`config.mk`:
```
export PLATFORM = sky130hd
export DESIGN_NAME = pipelined_datapath
export DESIGN_NICKNAME = d
export VERILOG_FILES = /design/src/rtl/datapath_pkg.sv /design/src/rtl/dp_hazard_unit.sv /design/src/rtl/pipelined_datapath.sv
export SDC_FILE = /design/constraint.sdc
export NUM_CORES = 2
export LEC_CHECK = 0
export CAP_MARGIN = 20
export CORE_MARGIN = 3
export CORE_UTILIZATION = 50
export CTS_CLUSTER_SIZE = 20
export DETAILED_ROUTE_END_ITERATION = 16
export PLACE_DENSITY = 0.79
export SETUP_SLACK_MARGIN = 0.3
export SLEW_MARGIN = 20
export SYNTH_ARGS = -nofsm -noshare
export SYNTH_HDL_FRONTEND = slang
export SYNTH_SLANG_ARGS = --single-unit
```
`constraint.sdc`:
```
create_clock -name clk -period 6.45 [get_ports clk]
set_input_delay 1.29 -clock clk [delete_from_list [all_inputs] [get_ports clk]]
set_output_delay 1.29 -clock clk [all_outputs]
set_load 0.02 [all_outputs]
```
`src/rtl/datapath_pkg.sv`:
```
// Shared types for the pipelined datapath: ALU opcodes, forwarding selects,
// the per-stage micro-op record and the ALU function itself.
package datapath_pkg;

   localparam int DP_WIDTH    = 16;
   localparam int DP_D_ADDR_W = 8;
   localparam int DP_R_ADDR_W = 4;

   typedef enum logic [3:0] {
      A_ZERO = 4'h0,
      ADD    = 4'h1,
      SUB    = 4'h2,
      AND_AB = 4'h3,
      OR_AB  = 4'h4,
      XOR_AB = 4'h5,
      NOT_A  = 4'h6,
      PASS_A = 4'h7,
      PASS_B = 4'h8,
      INC_A  = 4'h9,
      DEC_A  = 4'hA,
      SHL_A  = 4'hB,
      SHR_A  = 4'hC
   } alu_op_t;

   typedef enum logic [1:0] {
      FWD_RF = 2'd0,
      FWD_EX = 2'd1,
      FWD_WB = 2'd2
   } fwd_sel_t;

   // An all-zero uop_t is a bubble: invalid, A_ZERO, zero operands.
   typedef struct packed {
      logic                   valid;
      logic [DP_D_ADDR_W-1:0] d_addr;
      logic                   d_wr;
      logic                   rf_s;
      logic                   rf_w_en;
      logic [DP_R_ADDR_W-1:0] rf_w_addr;
      logic [DP_WIDTH-1:0]    a;
      logic [DP_WIDTH-1:0]    b;
      alu_op_t                alu_sel;
   } uop_t;

   // Results wrap modulo 2**DP_WIDTH; unused encodings produce zero.
   function automatic logic [DP_WIDTH-1:0] alu_eval(alu_op_t op,
                                                    logic [DP_WIDTH-1:0] a,
                                                    logic [DP_WIDTH-1:0] b);
      logic [DP_WIDTH-1:0] r;
      case (op)
         ADD:     r = a + b;
         SUB:     r = a - b;
         AND_AB:  r = a & b;
         OR_AB:   r = a | b;
         XOR_AB:  r = a ^ b;
         NOT_A:   r = ~a;
         PASS_A:  r = a;
         PASS_B:  r = b;
         INC_A:   r = a + DP_WIDTH'(1);
         DEC_A:   r = a - DP_WIDTH'(1);
         SHL_A:   r = {a[DP_WIDTH-2:0], 1'b0};
         SHR_A:   r = {1'b0, a[DP_WIDTH-1:1]};
         default: r = '0;
      endcase
      return r;
   endfunction

endpackage

```
`src/rtl/dp_hazard_unit.sv`:
```
// Combinational RAW hazard detection for the RD stage: operand forwarding
// selects and the stall request, with or without forwarding paths.
module dp_hazard_unit
   import datapath_pkg::*;
#(
   parameter bit FORWARD = 1'b1
) (
   input  logic [DP_R_ADDR_W-1:0] rd_a_addr,
   input  logic [DP_R_ADDR_W-1:0] rd_b_addr,
   input  uop_t                   ex_uop,
   input  uop_t                   wb_uop,
   output logic                   stall,
   output fwd_sel_t               fwd_a_sel,
   output fwd_sel_t               fwd_b_sel
);

   logic ex_writes, wb_writes;
   logic ex_a_hit, ex_b_hit, wb_a_hit, wb_b_hit;
   logic unused_uop_bits;

   // Fields the hazard check has no interest in.
   assign unused_uop_bits = ^{ex_uop.d_addr, ex_uop.d_wr, ex_uop.a, ex_uop.b, ex_uop.alu_sel,
                              wb_uop.d_addr, wb_uop.d_wr, wb_uop.rf_s, wb_uop.a, wb_uop.b,
                              wb_uop.alu_sel};

   // NOTE: every output gets a default first, so no path through the
   // branches below can leave a value held and infer a latch.
   always_comb begin
      stall     = 1'b0;
      fwd_a_sel = FWD_RF;
      fwd_b_sel = FWD_RF;

      ex_writes = ex_uop.valid & ex_uop.rf_w_en;
      wb_writes = wb_uop.valid & wb_uop.rf_w_en;
      ex_a_hit  = ex_writes && (ex_uop.rf_w_addr == rd_a_addr);
      ex_b_hit  = ex_writes && (ex_uop.rf_w_addr == rd_b_addr);
      wb_a_hit  = wb_writes && (wb_uop.rf_w_addr == rd_a_addr);
      wb_b_hit  = wb_writes && (wb_uop.rf_w_addr == rd_b_addr);

      if (FORWARD) begin
         // A load's data only exists in WB, so a consumer directly behind it waits one cycle.
         stall = !ex_uop.rf_s && (ex_a_hit || ex_b_hit);
         if (ex_a_hit && ex_uop.rf_s) fwd_a_sel = FWD_EX;
         else if (wb_a_hit)           fwd_a_sel = FWD_WB;
         if (ex_b_hit && ex_uop.rf_s) fwd_b_sel = FWD_EX;
         else if (wb_b_hit)           fwd_b_sel = FWD_WB;
      end else begin
         stall = ex_a_hit || ex_b_hit || wb_a_hit || wb_b_hit;
      end
   end

endmodule

```
`src/rtl/pipelined_datapath.sv`:
```
// Three-stage datapath (RD / EX / WB) taking one decoded micro-op per cycle,
// with operand forwarding, load-use stall, register file and data memory.
module pipelined_datapath
   import datapath_pkg::*;
#(
   parameter int WIDTH    = DP_WIDTH,
   parameter int D_ADDR_W = DP_D_ADDR_W,
   parameter int R_ADDR_W = DP_R_ADDR_W,
   parameter bit FORWARD  = 1'b1
) (
   input  logic                clk,
   input  logic                rst_n,
   input  logic                in_valid,
   output logic                in_ready,
   input  logic [D_ADDR_W-1:0] D_addr,
   input  logic                D_wr,
   input  logic                RF_s,
   input  logic                RF_W_en,
   input  logic [R_ADDR_W-1:0] RF_W_addr,
   input  logic [R_ADDR_W-1:0] RF_A_addr,
   input  logic [R_ADDR_W-1:0] RF_B_addr,
   input  logic [3:0]          ALU_sel,
   output logic [WIDTH-1:0]    ALU_A,
   output logic [WIDTH-1:0]    ALU_B,
   output logic [WIDTH-1:0]    ALU_Out,
   output logic                wb_valid,
   output logic [R_ADDR_W-1:0] wb_addr,
   output logic [WIDTH-1:0]    wb_data
);

   uop_t             rd_uop, ex_q, wb_q;
   logic [WIDTH-1:0] wb_alu_q, mem_rd_q;
   logic [WIDTH-1:0] rf  [2**R_ADDR_W];
   logic [WIDTH-1:0] mem [2**D_ADDR_W];
   logic [WIDTH-1:0] rf_a, rf_b, fwd_a, fwd_b, ex_alu;
   fwd_sel_t         fwd_a_sel, fwd_b_sel;
   logic             stall, take;

   dp_hazard_unit #(.FORWARD(FORWARD)) u_hazard (
      .rd_a_addr (RF_A_addr),
      .rd_b_addr (RF_B_addr),
      .ex_uop    (ex_q),
      .wb_uop    (wb_q),
      .stall     (stall),
      .fwd_a_sel (fwd_a_sel),
      .fwd_b_sel (fwd_b_sel)
   );

   assign in_ready = !stall;
   assign take     = in_valid && in_ready;

   // ---------------- RD: register read and forwarding ----------------
   assign rf_a = rf[RF_A_addr];
   assign rf_b = rf[RF_B_addr];

   always_comb begin
      case (fwd_a_sel)
         FWD_EX:  fwd_a = ex_alu;
         FWD_WB:  fwd_a = wb_data;
         default: fwd_a = rf_a;
      endcase
      case (fwd_b_sel)
         FWD_EX:  fwd_b = ex_alu;
         FWD_WB:  fwd_b = wb_data;
         default: fwd_b = rf_b;
      endcase
   end

   always_comb begin
      rd_uop           = '0;
      rd_uop.valid     = 1'b1;
      rd_uop.d_addr    = D_addr;
      rd_uop.d_wr      = D_wr;
      rd_uop.rf_s      = RF_s;
      rd_uop.rf_w_en   = RF_W_en;
      rd_uop.rf_w_addr = RF_W_addr;
      rd_uop.a         = fwd_a;
      rd_uop.b         = fwd_b;
      rd_uop.alu_sel   = alu_op_t'(ALU_sel);
   end

   // ---------------- stage registers ----------------
   // NOTE: non-blocking assignments so EX and WB both shift on the same
   // edge from their pre-edge values, whatever order the statements are in.
   always_ff @(posedge clk or negedge rst_n) begin
      if (!rst_n) begin
         ex_q     <= '0;
         wb_q     <= '0;
         wb_alu_q <= '0;
      end else begin
         ex_q     <= take ? rd_uop : '0;
         wb_q     <= ex_q;
         wb_alu_q <= ex_alu;
      end
   end

   // ---------------- EX: ALU and data memory ----------------
   assign ex_alu  = alu_eval(ex_q.alu_sel, ex_q.a, ex_q.b);
   assign ALU_A   = ex_q.a;
   assign ALU_B   = ex_q.b;
   assign ALU_Out = ex_alu;

   // NOTE: the data memory is deliberately left without reset so it maps onto
   // RAM; only the small register file is cleared. A cleared ex_q stops writes.
   always_ff @(posedge clk) begin
      if (ex_q.valid && ex_q.d_wr) mem[ex_q.d_addr] <= ex_q.a;
      mem_rd_q <= mem[ex_q.d_addr];
   end

   // ---------------- WB: source select and register write ----------------
   assign wb_valid = wb_q.valid && wb_q.rf_w_en;
   assign wb_addr  = wb_valid ? wb_q.rf_w_addr : '0;
   assign wb_data  = !wb_valid ? '0 : (wb_q.rf_s ? wb_alu_q : mem_rd_q);

   always_ff @(posedge clk or negedge rst_n) begin
      if (!rst_n) begin
         for (int i = 0; i < 2**R_ADDR_W; i++) rf[i] <= '0;
      end else if (wb_valid) begin
         rf[wb_addr] <= wb_data;
      end
   end

endmodule

```
==> impl_metrics.tcl <==
set metrics [dict create \
    worstSetupPathType "reg -> out" \
    fill_cells 23936 \
    drcViolationCount 0 \
    cts.sinks 4443 \
    critPathMaxFanout 14 \
    pwr_density_cell_nw_per_um2 297 \
    rr_worst_depth 9 \
    area_delta_synth_final_pct 12.7 \
    r2r_setup_slack_ns 1.29 \
    r2r_end "mem_rd_q[8]" \
    fmax_ghz 0.169 \
    status "finished, final reports clean" \
    drive_above_1_share_pct 28.5 \
    grt_pass1_wl_mm 736 \
    seq_area_frac_synth_pct 74.8 \
    setup_ws_ns 0.527 \
    crit_path_frequent_cell "nand2_1" \
    grt_max_degree 247 \
    postSynthAreaPerCell_um2 21.0 \
    layout_min_cycle_time_ns 5.92 \
    path_buf_inv 3 \
    cp.required_ns 5.16 \
    cts_tree "yes" \
    async_reset_ff_share_pct 7.45 \
    grt_pass1_vias 94809 \
    path_delay_family "buffers and inverters" \
    antenna_left 0 \
    via_count 94889 \
    dominantRegCellSynth "edfxtp_1" \
    drt-initial-drc-count 17239 \
    p_int_mw 45.8 \
    wl_per_cell_um 37.7 \
    rsz0062_at_grt "false" \
    pwr-share-comb_pct 5.2 \
    ys_types 67 \
    power_switching_mw 13.0 \
    antenna_found_initial 42 \
    layout.nets 8972 \
    maxCapViolCount 0 \
    crit_path_max_incr_delay_ns 0.61 \
    core-area_um2 350000 \
    grt_use_total_pct 29.2 \
    switching_share_pct 22.1 \
    cts_made_buffers 414 \
    endpoint_kind "output port" \
    yosysMostFrequentCell "edfxtp_1" \
    io_pins 100 \
    seqCellArea_um2 132000 \
    clk_pin_slew_ns 0.06 \
    pwr-share-seq_pct 53.6 \
    crit_chain "buf_4 > nand2b_1 > nand2_1 > nand2_1 > nand2_1 > ha_1 > inv_1 > fa_1 > a21oi_1 > o2111ai_2 > a31oi_2 > xnor2_1 > nand2_1 > nand2b_1 > clkdlybuf4s50_1" \
    final_cell_area_um2 198000 \
    htree_levels 5 \
    fin_setup_tns_ns 0 \
    hpwl_mm 307 \
    yosys-top-cells-count "edfxtp_1 (4096), mux4_2 (1301), nand2_1 (409)" \
    yosysTopAreaCell "edfxtp_1" \
    synth_top_cell_area_share_pct 69.9 \
    yosysWarningCount 0 \
    hold_viol 0 \
    critPathLaunchType "register" \
    rr_startpoint "ex_q[43]" \
    hp-start "ex_q[40]" \
    maxSlewViolCount 0 \
    gp_congestion 0.940 \
    die_h_um 599 \
    hold_depth 0 \
    wl_mm 523 \
    utilization_pct 56.7 \
    start_util_pct 50.3 \
    clkPwrFrac_pct 41.2 \
    setup_viol 0 \
    crit_slowest_cell "clkdlybuf4s50_1" \
    overflow 0 \
    syn_nets 8472 \
    p_leak_nw 63.8 \
    arrival_ns 4.63 \
    clock_path_buffers 4 \
    dpl_cell_area_um2 185000 \
    multi_input_area_um2 41900 \
    num_rows 217 \
    place_inst 13070 \
    netlist_instances 8393 \
    worst_slew_pin_slew_ns 1.29 \
    clk_latency_ns 1.01 \
    relSlewSlack_pct 14.0 \
    skew_ns 0.0701 \
    first_pass_iters 10 \
    ys_ff_latch 4443 \
    fin_crit_sh_pct 91.8 \
    synth.cell_area_um2 176000 \
    pre_cts_slack_ns 0.553 \
    io_buffer_count 99 \
    fp.dieW_um 599 \
    synth_edf_count 4096 \
    peakVddDrop_uv 254 \
    finalNonFillerCells 13875 \
    viasPerCell 6.84 \
    yosys-top-cells-area "edfxtp_1 (70%), mux4_2 (17%), dfrtp_1 (4.7%), mux2i_1 (1.3%), o21ai_0 (0.89%)" \
    whs_endpoint "wb_q[40]" \
    min_path_type "reg -> reg" \
    root_buffer "clkbuf_16" \
    die_area_um2 359000 \
]
[cell families (layout without fill, tap and decap cells)]
family	Yosys count	count (layout)	share of synthesized area (%)
buffers and inverters	607	1451	1.70
AND/OR/NAND/NOR	974	974	2.35
flip-flops	4443	4443	74.8
other	0	39	0
adder cells (fa/ha/maj)	49	49	0.353
XOR/XNOR	24	24	0.119
AO/OA/AOI/OAI	737	737	2.58
multiplexers	1559	1559	18.1
[timing repair]
| action | in CTS | in global routing |
|---|---|---|
| buffers inserted | 2 | 1 |
| gates resized for setup | 20 | 26 |
| endpoints found under the setup margin | 13 | 11 |
| pin swaps | 4 | 6 |
| hold buffers | 0 | 0 |
[cells in the final DEF, fill, tap and decap left out, drive strengths merged, types with 28 or more instances in the layout]
cell / netlist / layout
o21ai: 315 / 315
a211oi: 34 / 34
clkdlybuf4s50: 0 / 85
ha: 48 / 48
mux2i: 236 / 236
a22oi: 43 / 43
nand2: 409 / 409
dfrtp: 331 / 331
o22ai: 108 / 108
diode: 0 / 39
nor3: 28 / 28
bufinv: 0 / 31
inv: 64 / 81
mux4: 1301 / 1301
clkbuf: 244 / 521
nor2: 353 / 353
edfxtp: 4096 / 4096
nand3: 44 / 44
clkinv: 0 / 176
buf: 299 / 534
a21oi: 82 / 82
[stage by stage]
step,power (mW),hold slack (ns)
after global routing,60.0,0.430
after detailed placement,35.1,0.404
final,58.8,0.415
after floorplan,33.9,0.373
after global placement,35.0,0.405
after CTS,58.8,0.413
[layout make-up]
type | count | area share (%)
flip-flops and latches | 4443 | 66.4
multi-input cells | 3343 | 21.1
inverters | 64 | 0.121
repair buffers | 627 | 2.70
diodes | 39 | 0.0492
well taps | 4599 | 2.90
clock inverters | 244 | 1.17
clock buffers | 516 | 5.53
[metal layers]
layer	share of wire, %	GRT usage [%]	vias to the layer above
li1	-	-	35854
met1	32	36.6	48782
met2	46	43.9	8475
met3	15	10.5	1750
met4	7.1	17.2	28
met5	0.058	0.0401	-
[registers in the layout (all words and copies together), names as in the netlist]
| name | cells |
|---|---|
| wb_alu_q | 16 |
| ALU_B | 16 |
| ALU_A | 16 |
| ex_q | 20 |
| wb_q | 7 |
| rf | 256 |
| mem_rd_q | 16 |
| mem | 4096 |
[power by group through the flow]
stage	Sequential [mW]	Combinational, mW	Clock, mW
finish	31.5	3.08	24.2
global route	31.5	3.17	25.4
CTS	31.5	2.99	24.3
detailed placement	32.1	2.94	0
global placement	32.1	2.90	0
floorplan	32.1	1.77	0
[worst max-delay path by stage]
stage	start	endpoint	slack, ns	cells after the start
after detailed placement	ex_q[2]	ALU_Out[15]	0.55	14
after global routing	ex_q[0]	ALU_Out[9]	0.31	16
after global placement	ex_q[2]	ALU_Out[15]	0.54	14
after CTS	ALU_B[0]	ALU_Out[15]	0.29	17
final	ex_q[0]	ALU_Out[10]	0.53	15
after floorplan	ALU_A[13]	ALU_Out[15]	0.32	7
Power figures use the tool's default switching activity.
